`config.mk`:
```
export PLATFORM = sky130hd
export DESIGN_NAME = seq_subtractor
export DESIGN_NICKNAME = d
export VERILOG_FILES = /design/src/rtl/sub_pkg.sv /design/src/rtl/sub_chunk.sv /design/src/rtl/seq_subtractor.sv
export SDC_FILE = /design/constraint.sdc
export NUM_CORES = 1
export LEC_CHECK = 0
export CELL_PAD_IN_SITES_DETAIL_PLACEMENT = 1
export CELL_PAD_IN_SITES_GLOBAL_PLACEMENT = 2
export CORE_MARGIN = 8
export CORE_UTILIZATION = 32
export CTS_BUF_LIST = sky130_fd_sc_hd__clkbuf_16
export CTS_CLUSTER_DIAMETER = 120
export DETAILED_ROUTE_END_ITERATION = 7
export GPL_TIMING_DRIVEN = 0
export PLACE_DENSITY_LB_ADDON = 0.25
export SETUP_SLACK_MARGIN = 0.1
export SLEW_MARGIN = 25
export SYNTH_ARGS = -nofsm -noshare
export SYNTH_HDL_FRONTEND = slang
export SYNTH_SLANG_ARGS = --single-unit
```
`constraint.sdc`:
```
create_clock -name clk -period 6.8 [get_ports clk]
set_input_delay 1.36 -clock clk [delete_from_list [all_inputs] [get_ports clk]]
set_output_delay 1.36 -clock clk [all_outputs]
set_load 0.05 [all_outputs]
```
`src/rtl/sub_pkg.sv`:
```
`default_nettype none
// ============================================================================
// Module      : sub_pkg
// Description : Shared definitions for the sequential subtractor.
//               Holds the FSM state encoding, the default operand/chunk
//               widths, the chunk-count derivation and the configuration
//               legality check used at elaboration time.
// Revision    : 1.0 - initial release
// ============================================================================
package sub_pkg;

    // Default operand width and bits processed per clock.
    localparam int c_default_width = 32;
    localparam int c_default_chunk = 8;

    // FSM state encoding (explicit 2-bit width).
    typedef logic [1:0] state_t;
    localparam state_t c_st_idle = 2'd0;
    localparam state_t c_st_run  = 2'd1;
    localparam state_t c_st_done = 2'd2;

    // Number of chunk cycles needed for one full-width subtraction.
    function automatic int calc_chunks(input int width, input int chunk);
        return width / chunk;
    endfunction

    // A configuration is legal only if WIDTH splits into whole chunks.
    function automatic bit chunk_cfg_ok(input int width, input int chunk);
        return (chunk > 0) && (width >= chunk) && ((width % chunk) == 0);
    endfunction

endpackage
`default_nettype wire

```
`src/rtl/sub_chunk.sv`:
```
`default_nettype none
// ============================================================================
// Module      : sub_chunk
// Description : Combinational CHUNK-bit subtractor with borrow in/out.
//               d = a - b - bin (mod 2^CHUNK), bout = 1 when the true
//               difference is negative.
// Ports       : a, b  - CHUNK-bit operands
//               bin   - borrow in from the previous (lower) chunk
//               d     - CHUNK-bit difference
//               bout  - borrow out to the next (higher) chunk
// Revision    : 1.0 - initial release
// ============================================================================
module sub_chunk
    import sub_pkg::*;
#(
    parameter int CHUNK = c_default_chunk
) (
    input  logic [CHUNK-1:0] a,
    input  logic [CHUNK-1:0] b,
    input  logic             bin,
    output logic [CHUNK-1:0] d,
    output logic             bout
);

    // One extra bit catches the sign of the difference: a - b - bin lies in
    // [-2^CHUNK, 2^CHUNK - 1], so the top bit is set exactly on a borrow.
    logic [CHUNK:0] w_diff;

    always_comb begin
        w_diff = {1'b0, a} - {1'b0, b} - {{CHUNK{1'b0}}, bin};
        d      = w_diff[CHUNK-1:0];
        bout   = w_diff[CHUNK];
    end

endmodule
`default_nettype wire

```
`src/rtl/seq_subtractor.sv`:
```
`default_nettype none
// ============================================================================
// Module      : seq_subtractor
// Description : Multi-cycle subtractor computing Y = A - B over WIDTH bits,
//               CHUNK bits per clock, with the borrow carried in a register
//               between cycles. A start/busy/done handshake frames each
//               operation; latency from accepting edge to done is
//               WIDTH/CHUNK cycles.
// Ports       : clk, rst   - clock, synchronous active-high reset
//               start      - request, sampled only while not busy
//               A, B       - minuend / subtrahend, latched on acceptance
//               busy       - operation in progress
//               done       - one-cycle result-valid pulse
//               Y          - A - B mod 2^WIDTH, held until next completion
//               borrow     - final borrow-out (unsigned A < B)
//               zero       - Y == 0
//               overflow   - signed overflow (only with SUB_OVERFLOW_EN)
// Options     : SUB_OVERFLOW_EN - define to add the overflow port/logic.
// Revision    : 1.0 - initial release
// ============================================================================
module seq_subtractor
    import sub_pkg::*;
#(
    parameter int WIDTH = c_default_width,
    parameter int CHUNK = c_default_chunk
) (
    input  logic             clk,
    input  logic             rst,
    input  logic             start,
    input  logic [WIDTH-1:0] A,
    input  logic [WIDTH-1:0] B,
    output logic             busy,
    output logic             done,
    output logic [WIDTH-1:0] Y,
    output logic             borrow,
    output logic             zero
`ifdef SUB_OVERFLOW_EN
    ,
    output logic             overflow
`endif
);

    localparam int c_n  = calc_chunks(WIDTH, CHUNK);
    localparam int c_kw = (c_n > 1) ? $clog2(c_n) : 1;
    localparam logic [c_kw-1:0] c_k_last = c_kw'(c_n - 1);

    if (!chunk_cfg_ok(WIDTH, CHUNK)) begin : g_cfg_error
        $error("seq_subtractor: WIDTH (%0d) must be a positive multiple of CHUNK (%0d)",
               WIDTH, CHUNK);
    end

    state_t           r_state;
    state_t           w_state_next;
    logic             w_accept;
    logic             w_last;

    logic [WIDTH-1:0] r_a;
    logic [WIDTH-1:0] r_b;
    logic [c_kw-1:0]  r_k;
    logic             r_bin;

    logic [WIDTH-1:0] r_y;
    logic             r_borrow;
    logic             r_zero;

    logic [31:0]      w_base;
    logic [CHUNK-1:0] w_a_chunk;
    logic [CHUNK-1:0] w_b_chunk;
    logic [CHUNK-1:0] w_d;
    logic             w_bout;
    logic [WIDTH-1:0] w_res_next;

    // ------------------------------------------------------------------
    // Chunk selection and the single shared chunk subtractor
    // ------------------------------------------------------------------
    assign w_base    = 32'(r_k) * 32'(CHUNK);
    assign w_a_chunk = r_a[w_base +: CHUNK];
    assign w_b_chunk = r_b[w_base +: CHUNK];

    sub_chunk #(
        .CHUNK (CHUNK)
    ) u_sub_chunk (
        .a    (w_a_chunk),
        .b    (w_b_chunk),
        .bin  (r_bin),
        .d    (w_d),
        .bout (w_bout)
    );

    // ------------------------------------------------------------------
    // Result accumulation. Each new chunk enters at the top and older
    // chunks move down, so after N cycles chunk 0 sits in the LSBs. Only
    // WIDTH-CHUNK bits need storage: the newest chunk comes straight from
    // the subtractor on the final cycle.
    // ------------------------------------------------------------------
    if (CHUNK == WIDTH) begin : g_res_single
        assign w_res_next = w_d;
    end else begin : g_res_shift
        logic [WIDTH-CHUNK-1:0] r_res;

        assign w_res_next = {w_d, r_res};

        always_ff @(posedge clk) begin
            if (rst) begin
                r_res <= '0;
            end else if (w_accept) begin
                r_res <= '0;
            end else if (r_state == c_st_run) begin
                r_res <= w_res_next[WIDTH-1:CHUNK];
            end
        end
    end

    // ------------------------------------------------------------------
    // FSM: state register + next-state logic
    // ------------------------------------------------------------------
    assign w_last = (r_state == c_st_run) && (r_k == c_k_last);

    always_comb begin
        w_state_next = r_state;
        w_accept     = 1'b0;
        case (r_state)
            c_st_idle: begin
                if (start) begin
                    w_accept     = 1'b1;
                    w_state_next = c_st_run;
                end
            end
            c_st_run: begin
                // start is deliberately not looked at here: no queuing.
                if (w_last) begin
                    w_state_next = c_st_done;
                end
            end
            c_st_done: begin
                if (start) begin
                    w_accept     = 1'b1;
                    w_state_next = c_st_run;
                end else begin
                    w_state_next = c_st_idle;
                end
            end
            default: begin
                w_state_next = c_st_idle;
            end
        endcase
    end

    always_ff @(posedge clk) begin
        if (rst) begin
            r_state <= c_st_idle;
        end else begin
            r_state <= w_state_next;
        end
    end

    // ------------------------------------------------------------------
    // Operand latch, chunk counter, running borrow and result registers
    // ------------------------------------------------------------------
    always_ff @(posedge clk) begin
        if (rst) begin
            r_a      <= '0;
            r_b      <= '0;
            r_k      <= '0;
            r_bin    <= 1'b0;
            r_y      <= '0;
            r_borrow <= 1'b0;
            r_zero   <= 1'b0;
        end else if (w_accept) begin
            r_a   <= A;
            r_b   <= B;
            r_k   <= '0;
            r_bin <= 1'b0;
        end else if (r_state == c_st_run) begin
            r_bin <= w_bout;
            r_k   <= r_k + c_kw'(1);
            // Visible outputs move only when the last chunk completes.
            if (w_last) begin
                r_y      <= w_res_next;
                r_borrow <= w_bout;
                r_zero   <= (w_res_next == '0);
            end
        end
    end

`ifdef SUB_OVERFLOW_EN
    logic r_overflow;

    // Signed overflow: operands of differing sign and a result whose sign
    // disagrees with the minuend.
    always_ff @(posedge clk) begin
        if (rst) begin
            r_overflow <= 1'b0;
        end else if (w_last) begin
            r_overflow <= (r_a[WIDTH-1] != r_b[WIDTH-1]) &&
                          (w_res_next[WIDTH-1] != r_a[WIDTH-1]);
        end
    end

    assign overflow = r_overflow;
`endif

    // ------------------------------------------------------------------
    // Outputs
    // ------------------------------------------------------------------
    assign busy   = (r_state == c_st_run);
    assign done   = (r_state == c_st_done);
    assign Y      = r_y;
    assign borrow = r_borrow;
    assign zero   = r_zero;

endmodule
`default_nettype wire

```
-- Yosys cells after proc, flatten, opt, wreduce, memory -nomap -nowiden
Index checks and enable logic that the tools add are counted.
W data, S select, Z words.
- add/sub/neg operators: 3
- equal/unequal tests: 5
- shift operators: 2
- mux-type cells: 6
- bitwise logic cells: 1
- reductions and logical operators: 7
- operators with widths (operator ; number):
    $shiftx A32 B6 Y8 ; 2
    $logic_not A32 Y1 ; 1
    $sub A8 B8 Y9 ; 1
    $sub A9 B1 Y9 ; 1
    $pmux W2 S3 ; 1
    $eq A2 B2 Y1 const B ; 2
    $mux W2 ; 2
    $reduce_or A2 Y1 ; 2
    $mux W1 ; 3
    $reduce_and A3 Y1 ; 1
    $add A2 B1 Y2 const B ; 1
    $eq A2 B1 Y1 const B ; 1
    $logic_not A2 Y1 ; 1
    $ne A2 B1 Y1 const B ; 1
    $ne A2 B2 Y1 const B ; 1
    $reduce_and A2 Y1 ; 1
    $logic_and A1 B1 Y1 ; 1
    $not A1 Y1 ; 1
- flip-flop bits (word level): 127
- output and inout port bits: 36
- word-level logic and storage cells: 33

-- Longest topological paths before layout
Gate-level depths: netlist of run 1.
- word-level depth: 5
- gate-level depth with buffers: 13
- depth with buffers taken out: 11

-- Hierarchy
A second synthesis of run 1 with hierarchy kept.
- cell total of the unflattened synthesis: 658
- area, all modules: 5512.8 um^2
- by module, submodules not included (module ; times used ; cells each ; area each (um^2) ; sequential area each (um^2)):
    seq_subtractor ; 1 ; 582 ; 4958.5 ; 2542.4
    sub_chunk ; 1 ; 76 ; 554.3 ; 0.0

-- Least setup slack after synthesis of run 1
Ideal clock, no wire load.
- path kind: register to register
- from: register r_k[0]
- to: register r_borrow (netlist: borrow)
- library setup time: 86 ps
- data arrival time: 3215 ps
- required time: 6714 ps
- path slack: 3499 ps
- cell stages (with the launch flop): 12
- buffers on the path: 2
- clock period less this slack: 3301 ps
- cell sequence: dfxtp_1 > buf_6 > buf_2 > mux4_2 > fa_1 > fa_1 > a21bo_2 > a211oi_1 > a21o_1 > a21oi_1 > xnor2_1 > a211oi_1
- word-level cells in the longest chain between the ends: 3
- elaborated cells between the ends (all ways): 7
- those cells by class: add/sub (2); eq/ne (1); shift (2); reduce/logical (2)
- ends and longest elaborated chain (item ; RTL line ; text):
    start: declaration ; seq_subtractor.sv:59 ; logic [c_kw-1:0] r_k;
    start signal: assignment ; seq_subtractor.sv:176 ; r_k <= r_k + c_kw'(1);
    $shiftx A32 B6 Y8, or another cell as far along ; seq_subtractor.sv:77 ; assign w_a_chunk = r_a[w_base +: CHUNK];
    $sub A8 B8 Y9 or $logic_and A1 B1 Y1 (tied branches) ; sub_chunk.sv:30, seq_subtractor.sv:117 ;
    $sub A9 B1 Y9 or $reduce_and A3 Y1 (tied branches) ; -- ;
    end signal: assignment ; seq_subtractor.sv:180 ; r_borrow <= w_bout;
    end: declaration ; seq_subtractor.sv:63 ; logic r_borrow;
Parallel ways exist; a longest one is shown, timed or not.
A chain may end at the register's enable or synchronous reset.

-- Final worst setup path of run 1
- from: register r_k[1]
- to: register r_zero (netlist: zero)
- word-level cells in the longest chain between the ends: 4
- elaborated cells between the ends (all ways): 8
- those cells by class: add/sub (2); eq/ne (1); shift (2); reduce/logical (3)
- ends and longest elaborated chain (item ; RTL line ; text):
    $shiftx A32 B6 Y8 (on tied branches) ; seq_subtractor.sv:77, seq_subtractor.sv:78 ;
    $sub A8 B8 Y9 ; sub_chunk.sv:30 ; w_diff = {1'b0, a} - {1'b0, b} - {{CHUNK{1'b0}}, bin};
    $sub A9 B1 Y9 ; sub_chunk.sv:30 ;
    $logic_not A32 Y1 ; seq_subtractor.sv:181 ; r_zero <= (w_res_next == '0);
    end signal: assignment ; seq_subtractor.sv:181 ;
    end: declaration ; seq_subtractor.sv:64 ; logic r_zero;
Parallel ways exist; a longest one is shown, timed or not.

==> run metrics, run 1 <==
status=complete, no violations; Clock transition at path regs=60 ps; Routed WL=16.3 mm; Final HPWL DP=12.6 mm; Synth async-reset ratio=0%; initial antenna violation count=0; Mapped Nets=720; Design Power=2.03 mW; Initial Util=32.3%; Residual DRC=0; Setup TNS=0 ps; largest net degree at the start of global routing=17; vias in the first global route=5039; worst hold stages=2; RSZ-0062 raised after global routing=no; Seq. cell area=0.00254 mm2; root buffer cell=clkbuf_16; critical path required time=7160 ps; Yosys reg bits=127; Final setup viols=0; Unique masters post-synth=36; global route overflow=0; first-pass GRT wire length=25.7 mm; Slew @ Worst Pin=663 ps; clk_lat worst skew=420 ps; Fin. Hold Viols=0; synth cell count leaders=nand2_1, dfxtp_1, a21oi_1; synthesized area=0.00526 mm2; Avg Cell Area, Syn=8.24 um2; I/O Pins=103; 1st-iter DRT viols=135; deepest clock path buffer count=2; largest cells by area after synthesis=dfxtp_1, nand2_1, a21oi_1; Pre-antenna DRT Iters=4; VDD IR max=0.000183 V; wire per inst=16.5 um; GP Congestion=0.797; chip height=144 um; WHS=451 ps; count leader, synth=nand2_1; Via density=4.72; CTS tree=yes; Max Cap Viol=0; core area=0.0163 mm2; share of layout cells above drive strength 1=6.22%; number of synthesized flops with an enable pin=0; Yosys warnings=0; Post-CTS Setup Bufs=0; PwrDens=282 mW/mm2; Post-CTS Resized=0; R2R depth=11; Area growth syn-to-layout=36.4%; Rel. slew slack=55.8%; CP Max Fanout=10; Worst setup SP type=register; TritonCTS Buffers=17; CTS Hold Bufs=0; Tcrit/Tclk final=57.7%; FMAX=255 MHz; Clock Skews=7.18 ps; Yosys top cell area share=48.4%; fin. max-slew vios=0; Final Non-Filler Cells=992; register area share after synthesis=48.4%; ys flop type=dfxtp_1; Die Wd=144 um; placed cells=960; crit path DAT=4290 ps; # H-tree levels=4; # rows=47; Mapped Cells=638; Total GRT Usage=16.2%; Routed Antenna Nets=0; CTS sink cnt=127; LEAKAGE=2.56 nW; Post-layout nets=841; cell taking the most area after synthesis=dfxtp_1; # port buffers=102; die area=0.0208 mm2; area of the multi-input gates=0.00245 mm2; Tmin final=3920 ps; fillers=1943; DR vias=4679; CP endpoint kind=register; CP Class=register to register; diodes inserted=0; Hold WC Path Type=register to register
routing by layer:
layer / part of all wire (%) / vias up / global-route usage, %
met5: 0 / - / 0
met4: 1.2 / 0 / 5.81
met3: 4.0 / 13 / 3.66
met2: 52 / 95 / 29.8
met1: 43 / 2223 / 17.8
li1: - / 2348 / -
where the power goes:
group	internal [mW]	switching [mW]	total (mW)
clock	0.610	0.344	0.954
combinational	0.119	0.157	0.277
sequential	0.774	0.0202	0.794
cell usage in the layout, fill, tap and decap left out, types with 2 or more instances in the layout:
cell type	n
nor2_1	16
dfxtp_1	127
buf_2	2
o21ai_0	2
buf_1	6
nor2b_1	2
ha_1	13
clkdlybuf4s50_1	102
nand2_1	230
clkinvlp_4	4
mux4_1	5
xnor2_1	6
a21oi_1	118
nand3_1	2
inv_1	22
clkinv_1	3
nor4b_1	2
nor4_1	4
a211oi_1	6
bufinv_16	4
nand2b_1	5
fa_1	2
o31ai_1	2
mux4_2	11
clkbuf_16	17
and2_1	2
xor2_1	2
a21o_1	2
clkbuf_1	36
nor3_1	2
inv_6	2
worst max-delay path, cell delays in order (launching register included):
cell	delay, ps
dfxtp_1	330
buf_2	230
clkbuf_1	540
mux4_2	450
fa_1	460
fa_1	600
nor4b_1	260
nand2_1	90
nor4_1	410
nand3_1	170
nor4_2	170
a21o_1	150
cells by family (layout without fill, tap and decap cells):
logic type	count (synthesis)	after routing	share of synthesized area [%]
adders and majority gates	15	15	3.86
muxes	16	16	7.21
buffers and inverters	67	201	4.98
AOI/OAI and AO/OA	134	134	13.5
DFF	127	127	48.4
xor gates and xnor gates	8	8	1.33
and+or+nand+nor	271	271	20.7
flip-flops by register name (all words and copies together) (netlist names):
signal             cells
r_b                   32
g_res_shift.r_res     24
zero                   1
r_a                   32
Y                     32
r_k                    2
r_state                2
r_bin                  1
borrow                 1
final cells by class:
class	instances	area share [%]
Buffer	45	2.50
Timing Repair Buffer	102	14.2
Inverter	22	1.15
Multi-Input combinational cell	444	34.2
Tap cell	220	3.84
Clock inverter	15	2.69
Sequential cell	127	35.5
Clock buffer	17	5.93
per-stage QoR:
step	util, %	area [um2]	setup slack [ps]
after floorplan	-	5260	3500
after global placement	40.2	6550	2900
after detailed placement	40.2	6550	2860
after CTS	44.0	7170	2870
after global routing	44.0	7170	2700
final	44.0	7170	2880
worst paths after layout:
check / endpoint / start / slack, ps
worst max-delay path: zero / r_k[1] / 2880
worst min-delay path: Y[29] / Y[29] / 450
worst max register to register: zero / r_k[1] / 2880
worst min register to register: Y[29] / Y[29] / 450
Note: power is estimated with default switching activity, not from simulation.
==> run 2: changes to the inputs <==
- CORE_UTILIZATION: 32 -> 30
- clock period: 6.8 -> 3.8 ns (I/O delays scaled with it)
==> run metrics, run 2 (synthesis gave the netlist of run 1 again) <==
CP Class=register to register; core area=0.0172 mm2 (+5.8%); root buffer cell=clkbuf_16; crit path DAT=3820 ps (-470 ps); Final HPWL DP=12.7 mm (+1.2%); TritonCTS Buffers=17 (unchanged); RSZ-0062 raised after global routing=no; Via density=4.71 (-0.17%); Fin. Hold Viols=0 (unchanged); WHS=450 ps (-1.03 ps); DR vias=4685 (+0.13%); CTS tree=yes; Tcrit/Tclk final=90.8% (+33 points); CP endpoint kind=register; Pre-antenna DRT Iters=4 (unchanged); CTS sink cnt=127 (unchanged); VDD IR max=0.000346 V (+89%); global route overflow=0 (unchanged); Hold WC Path Type=register to register; wire per inst=16.4 um (-0.44%); CTS Hold Bufs=0 (unchanged); Design Power=3.67 mW (+81%); commonest cells after routing, fill and taps aside=nand2_1, dfxtp_1, a21oi_1; largest net degree at the start of global routing=18 (+1); # H-tree levels=4 (unchanged); most common cell after layout, fill and taps aside=nand2_1; PwrDens=510 mW/mm2 (+81%); I/O Pins=103 (unchanged); initial antenna violation count=0 (unchanged); LEAKAGE=2.58 nW (+0.44%); die area=0.0220 mm2 (+5.9%); Die Wd=148 um (+2.9%); Rel. slew slack=52.6% (-3.2 points); clk_lat worst skew=430 ps (about the same); Max Cap Viol=0 (unchanged); deepest clock path buffer count=2 (unchanged); Area growth syn-to-layout=36.8%; Residual DRC=0 (unchanged); CP Max Fanout=17 (+7); Clock Skews=5.93 ps (-1.25 ps); 1st-iter DRT viols=205 (+52%); Routed WL=16.3 mm (-0.14%); critical path required time=4170 ps (-2990 ps); placed cells=965 (+0.52%); chip height=148 um (+2.9%); fin. max-slew vios=0 (unchanged); Total GRT Usage=15.4% (-0.77 points); Final setup viols=0 (unchanged); Slew @ Worst Pin=711 ps (+47.3 ps); Tmin final=3450 ps (-474 ps); share of layout cells above drive strength 1=5.97% (-0.24 points); Routed Antenna Nets=0 (unchanged); # port buffers=102 (unchanged); FMAX=290 MHz (+14%); # rows=48 (+2.1%); Final Non-Filler Cells=995 (+0.30%); Post-CTS Setup Bufs=0 (unchanged); Post-layout nets=839 (-0.24%); Clock transition at path regs=50 ps (about the same); Initial Util=30.5% (-1.8 points); Util after Layout=41.7% (-2.3 points); GP Congestion=0.777 (-2.5%); first-pass GRT wire length=26.3 mm (+2.3%); Worst setup SP type=register; status=complete, no violations; diodes inserted=0 (unchanged); vias in the first global route=5054 (+0.30%)
[run 2: path summary, 6_finish.rpt]
check	end	from	cells after the start	slack, ps
min	Y[9]	Y[9]	2	450
max	zero	r_k[0]	10	350
min reg2reg	Y[9]	Y[9]	2	450
max reg2reg	zero	r_k[0]	10	350
[run 2: where the power goes]
group	internal [mW]	leakage (nW)	switching (mW)	total [mW]
Clock	1.15	0.304	0.589	1.74
Combinational	0.218	1.24	0.290	0.508
Sequential	1.39	1.03	0.0381	1.42
[run 2: repair_timing]
item                       4_1_cts  5_1_grt
gates resized for setup          0        2
pin swaps                        0        0
setup endpoints to repair        3        1
[run 2: critical path, stage by stage, from the launching register on]
cell and delay (ps):
dfxtp_1 360, buf_6 250, mux4_2 580, fa_1 450
fa_1 600, nor4b_1 260, nand2_1 130, nor4_4 300
nand3_1 130, nor4_2 170, a21o_1 150
[run 2: per-layer routing]
layer  track usage, %  wire length (um)  vias to the layer above
met1             17.2              7160                     2216
met2             27.4              8230                       99
met4             6.02               252                        0
met3             4.01               672                       18
met5                0                 0                        -
li1                 -                 -                     2352
[run 2: area by class of cell]
| class | instances | area [um2] |
|---|---|---|
| Clock inverter | 15 | 201 |
| Sequential cell | 127 | 2540 |
| Inverter | 22 | 82.6 |
| Buffer | 43 | 170 |
| Tap cell | 225 | 282 |
| Multi-Input combinational cell | 444 | 2470 |
| Clock buffer | 17 | 425 |
| Fill cell | 2004 | 10000 |
| Timing Repair Buffer | 102 | 1020 |
[run 2: stage by stage]
step           cell area, um2  setup WS, ps  TNS [ps]
3_5_place_dp             6560         -98.7      -145
4_1_cts                  7180           239         0
3_3_place_gp             6560         -25.3     -25.3
6_report                 7190           350         0
5_1_grt                  7190           117         0
2_1_floorplan            5260           499         0
